===== src/rtl/multi_adder_display.sv =====
// Operand-accumulator core: touchscreen-loaded operand registers summed one per cycle,
// results on LCD slots and LEDs. Optional subtract mode is enabled by MULTI_ADDER_SUB_EN.
module multi_adder_display #(
    parameter int unsigned WIDTH     = 32,
    parameter int unsigned NUM_OPS   = 4,
    parameter int unsigned DISP_BASE = 4
) (
    input  logic        clk,
    input  logic        reset,
    input  logic [2:0]  input_sel,
    input  logic        sw_cin,
`ifdef MULTI_ADDER_SUB_EN
    input  logic        sw_sub,
`endif
    input  logic        input_valid,
    input  logic [31:0] input_value,
    input  logic [5:0]  display_number,
    output logic        display_valid,
    output logic [39:0] display_name,
    output logic [31:0] display_value,
    output logic        led_cout,
    output logic        led_ovf,
    output logic        led_busy
);

    localparam int unsigned KW = $clog2(NUM_OPS);
    localparam int unsigned SW = WIDTH + 1;
    localparam logic [31:0] OperTxt  = "OPER";
    localparam logic [39:0] ResulTxt = "RESUL";
    localparam logic [39:0] StatsTxt = "STATS";

    typedef enum logic {StIdle, StAccum} state_t;

    state_t           state;
    logic [WIDTH-1:0] op [NUM_OPS];
    logic [WIDTH-1:0] acc;
    logic [WIDTH-1:0] result;
    logic [KW-1:0]    k;
    logic             cflag, vflag;
    logic             cin_prev, cin_lat;
    logic             sub_prev, sub_lat, sub_now;
    logic             first;

    logic             load, start, is_first, last, step_cin, step_ovf;
    logic [WIDTH-1:0] operand;
    logic [SW-1:0]    sum;

`ifdef MULTI_ADDER_SUB_EN
    assign sub_now = sw_sub;
`else
    assign sub_now = 1'b0;
`endif

    assign load  = input_valid && (32'(input_sel) < NUM_OPS);
    assign start = load || (sw_cin != cin_prev) || (sub_now != sub_prev) || first;

    assign led_busy = (state == StAccum);

    // Subtraction after op0 is acc + ~op[k] + 1; cin only enters on the first step.
    always_comb begin
        is_first = (k == '0);
        last     = (k == KW'(NUM_OPS - 1));
        operand  = (sub_lat && !is_first) ? ~op[k] : op[k];
        step_cin = is_first ? cin_lat : sub_lat;
        sum      = {1'b0, acc} + {1'b0, operand} + SW'(step_cin);
        step_ovf = (acc[WIDTH-1] == operand[WIDTH-1]) && (sum[WIDTH-1] != acc[WIDTH-1]);
    end

    always_ff @(posedge clk) begin
        if (reset) begin
            state    <= StIdle;
            acc      <= '0;
            result   <= '0;
            k        <= '0;
            cflag    <= 1'b0;
            vflag    <= 1'b0;
            cin_prev <= 1'b0;
            cin_lat  <= 1'b0;
            sub_prev <= 1'b0;
            sub_lat  <= 1'b0;
            first    <= 1'b1;
            led_cout <= 1'b0;
            led_ovf  <= 1'b0;
            for (int unsigned i = 0; i < NUM_OPS; i++) op[i] <= '0;
        end else begin
            first    <= 1'b0;
            cin_prev <= sw_cin;
            sub_prev <= sub_now;
            for (int unsigned i = 0; i < NUM_OPS; i++) begin
                if (load && (32'(input_sel) == i)) op[i] <= input_value[WIDTH-1:0];
            end
            // A restart request wins over completion, so an aborted sum never lands.
            if (start) begin
                state   <= StAccum;
                k       <= '0;
                acc     <= '0;
                cflag   <= 1'b0;
                vflag   <= 1'b0;
                cin_lat <= sw_cin;
                sub_lat <= sub_now;
            end else if (state == StAccum) begin
                acc   <= sum[WIDTH-1:0];
                cflag <= cflag | sum[WIDTH];
                vflag <= vflag | step_ovf;
                k     <= k + 1'b1;
                if (last) begin
                    result   <= sum[WIDTH-1:0];
                    led_cout <= cflag | sum[WIDTH];
                    led_ovf  <= vflag | step_ovf;
                    k        <= '0;
                    state    <= StIdle;
                end
            end
        end
    end

    logic        disp_valid_d;
    logic [39:0] disp_name_d;
    logic [31:0] disp_value_d;

    always_comb begin
        disp_valid_d = 1'b0;
        disp_name_d  = '0;
        disp_value_d = '0;
        for (int unsigned i = 0; i < NUM_OPS; i++) begin
            if (display_number == 6'(DISP_BASE + i)) begin
                disp_valid_d = 1'b1;
                disp_name_d  = {OperTxt, 8'(8'h30 + i)};
                disp_value_d = 32'(op[i]);
            end
        end
        if (display_number == 6'(DISP_BASE + NUM_OPS)) begin
            disp_valid_d = 1'b1;
            disp_name_d  = ResulTxt;
            disp_value_d = 32'(result);
        end
        if (display_number == 6'(DISP_BASE + NUM_OPS + 1)) begin
            disp_valid_d = 1'b1;
            disp_name_d  = StatsTxt;
            disp_value_d = {27'd0, sub_lat, led_busy, led_cout, led_ovf, cin_lat};
        end
    end

    always_ff @(posedge clk) begin
        if (reset) begin
            display_valid <= 1'b0;
            display_name  <= '0;
            display_value <= '0;
        end else begin
            display_valid <= disp_valid_d;
            display_name  <= disp_name_d;
            display_value <= disp_value_d;
        end
    end

endmodule


===== config.mk =====
export PLATFORM = sky130hd
export DESIGN_NAME = multi_adder_display
export DESIGN_NICKNAME = d
export VERILOG_FILES = /design/src/rtl/multi_adder_display.sv
export SDC_FILE = /design/constraint.sdc
export NUM_CORES = 1
export LEC_CHECK = 0
export ABC_AREA = 1
export CORE_MARGIN = 1.5
export CORE_UTILIZATION = 55
export CTS_BUF_LIST = sky130_fd_sc_hd__clkbuf_8 sky130_fd_sc_hd__clkbuf_16
export DETAILED_ROUTE_END_ITERATION = 16
export PLACE_DENSITY = 0.77
export SYNTH_ARGS = -nofsm -noshare
export SYNTH_HDL_FRONTEND = slang
export SYNTH_SLANG_ARGS = --single-unit

===== constraint.sdc =====
create_clock -name clk -period 3.8 [get_ports clk]
set_clock_uncertainty 0.05 [all_clocks]
set_input_delay 0.76 -clock clk [delete_from_list [all_inputs] [get_ports clk]]
set_output_delay 0.76 -clock clk [all_outputs]
set_load 0.01 [all_outputs]

==> flow_metrics.py <==
metrics = {
    "clock_network": {
        "htreeDepth": 1,
        "cts_tree": "yes",
        "cts_buffer_depth": 3,
        "clkLatencyLatePin_ns": 0.54,
        "cts_sinks": 243,
        "cts_setup_buffers": 0,
        "cts-root-buf": "clkbuf_16",
        "clkSlewWorstSetupHoldPaths_ns": 0.06,
        "postCtsHoldBufs": 0,
        "ctsResizeCount": 0,
        "cts_buffers": 27,
    },
    "placement": {
        "port_buffers": 107,
        "place_area_mm2": 0.0139,
        "routabilityCongestion": 0.965,
        "dpl.cell_count": 1932,
        "hpwl_um": 25000,
    },
    "floorplan": {
        "core_area_mm2": 0.0227,
        "placementRows": 55,
        "initial_utilization": 0.561,
        "fp.dieH_um": 155,
        "dieArea_mm2": 0.0241,
        "ioPinCount": 121,
        "die_x_um": 155,
    },
    "worst_setup_path": {
        "worstPathMaxFanout": 20,
        "crit_type": "flop to flop",
        "crit_arrival_ns": 3.83,
        "critPathCaptureType": "flop",
        "crit_path_start_kind": "flop",
        "crit_required_ns": 4.19,
    },
    "yosys": {
        "synth-main-ff-cell": "edfxtp_1",
        "avgSynthCellArea_um2": 7.97,
        "yosysTopAreaCell": "edfxtp_1",
        "synth_mux_area_frac": 0,
        "seq_area_frac_synth": 0.482,
        "synth.distinct_cells": 52,
        "async_flop_share": 0,
        "synth_most_common_cell": "nor2_1",
        "yosysTopAreaCellShare": 0.301,
        "synth-edff-count": 128,
        "yosys-top-cells-count": "301 x nor2_1, 274 x nand2_1, 197 x inv_1",
        "synthXorXnorAreaFrac": 0.00883,
        "syn_area_mm2": 0.0128,
        "synth_compound_area_frac": 0.144,
        "synthAdderAreaFrac": 0.0355,
        "ys_seq_elements": 243,
        "ys_top_cells_by_area": "edfxtp_1 30%, dfxtp_1 18%, nor2_1 8.9%",
        "synth_top_family_by_area": "simple AND/OR/NAND/NOR gates",
        "synth-simple-area-share": 0.223,
        "yosys_warnings": 0,
        "syn_inst": 1600,
    },
    "final_layout": {
        "syn2layout_area_growth_pct": 15.8,
        "nNetsFinal": 1756,
        "final_layout_size_suffix_gt1_frac": 0.0649,
        "instances_no_fill": 1982,
        "fin_area_mm2": 0.0148,
    },
    "power": {
        "peakVddDrop_v": 0.000411,
        "p_total_mw": 6.10,
        "p_per_area_mw_per_mm2": 413,
        "p_leak_nw": 6.46,
    },
    "global_routing": {
        "grt_max_degree": 60,
        "grt_pass1_vias": 10666,
        "antenna_found_initial": 1,
        "overflow": 0,
        "globalRouteTotalUtil": 0.307,
        "grt_pass1_wl_um": 57200,
    },
    "route": {
        "drc": 0,
        "num_vias": 11364,
        "wire_per_inst_um": 18.6,
        "first_pass_iters": 5,
        "drt-total-wl_um": 36800,
        "drtAntennaViolNets": 0,
        "vias_per_cell": 5.73,
        "drt-initial-drc-count": 1320,
    },
    "outcome": {
        "status": "finished, final reports clean",
    },
    "timing": {
        "tns_ns": 0,
        "slew_headroom": 0.494,
        "worst_slew_pin_slew_ns": 0.756,
        "post-route-period-util": 0.907,
        "hold_viol": 0,
        "rsz0062_at_grt": "false",
        "slew_viol_final": 0,
        "max_freq_ghz": 0.290,
        "finalCriticalPeriod_ns": 3.45,
        "finalSetupViolCount": 0,
    },
    "min_path": {
        "hp-class": "flop to flop",
    },
    "flow_run": {
        "cap_violations": 0,
    },
}
==> where the power goes <==
part           internal [mW]  switching [mW]
Combinational          0.208           0.413
Sequential              2.88          0.0622
Clock                   1.50            1.05
==> metal layers <==
layer / track usage / wire length (µm) / vias to the layer above
li1: - / - / 5385
met1: 0.419 / 15200 / 5293
met2: 0.507 / 17300 / 597
met3: 0.0451 / 3410 / 89
met4: 0.0957 / 901 / 0
met5: 0 / 0 / -
==> per-stage QoR <==
stage          setup WS [ns]  hold slack [ns]   util
2_1_floorplan          0.846            0.380      -
3_3_place_gp           0.618            0.391  0.612
3_5_place_dp           0.490            0.398  0.612
4_1_cts                0.441            0.407  0.650
5_1_grt               0.0869            0.431  0.650
6_report               0.355            0.405  0.650
==> layout by cell type, fill, tap and decap left out, types with 33 or more instances in the layout <==
cell / count
a21oi_1: 74
clkdlybuf4s50_1: 107
dfxtp_1: 113
edfxtp_1: 128
ha_1: 33
inv_1: 203
nand2_1: 274
nand3_1: 67
nor2_1: 299
o21ai_0: 102
==> state kept, by name (all words and copies together), names as in the netlist, 2 cells and up, named ones only <==
| name | count |
|---|---|
| acc | 32 |
| display_value | 32 |
| k | 2 |
| op | 128 |
| result | 32 |
| display_name | 6 |
==> kinds of logic (layout without fill, tap and decap cells) <==
family,count (synthesis),in the layout
buffers and inverters,305,389
AND/OR/NAND/NOR,696,696
XOR/XNOR,12,12
other,1,14
flip-flops,243,243
AO/OA/AOI/OAI,308,308
adder cells (fa/ha/maj),35,35
==> path summary, 6_finish.rpt <==
kind                                         start              endpoint  slack, ns  cells past startpoint
worst max-delay path                          flop  acc[26]$_SDFFE_PP0P_       0.35                     17
worst max register to register                flop  acc[26]$_SDFFE_PP0P_       0.35                     17
worst min register to register  vflag$_SDFFE_PP0P_    vflag$_SDFFE_PP0P_       0.40                      2
worst min-delay path            vflag$_SDFFE_PP0P_    vflag$_SDFFE_PP0P_       0.40                      2
==> layout make-up <==
| cell class | count | area [µm²] |
|---|---|---|
| fill | 1840 | 7940 |
| sequential | 243 | 6150 |
| multi-input combinational | 1064 | 5300 |
| timing repair buffer | 138 | 1330 |
| clock buffer | 33 | 769 |
| inverter | 202 | 758 |
| tap | 285 | 357 |
| clock inverter | 16 | 104 |
| antenna | 1 | 2.50 |
==> worst max-delay path, cell delays in order (launching register included) <==
cell and delay (ns):
dfxtp_2 0.33, clkinv_1 0.47, o21ai_0 0.37, o22ai_1 0.15, fa_1 0.46, fa_1 0.42
nand2_1 0.08, nand2_1 0.06, nand3b_1 0.10, nand2_2 0.10, a21oi_2 0.25, inv_1 0.08
nand2_1 0.08, nand3_1 0.07, nand2_1 0.09, nand3_1 0.08, nand2_1 0.08, inv_1 0.04
No activity file was read; power rests on OpenSTA's default activity.
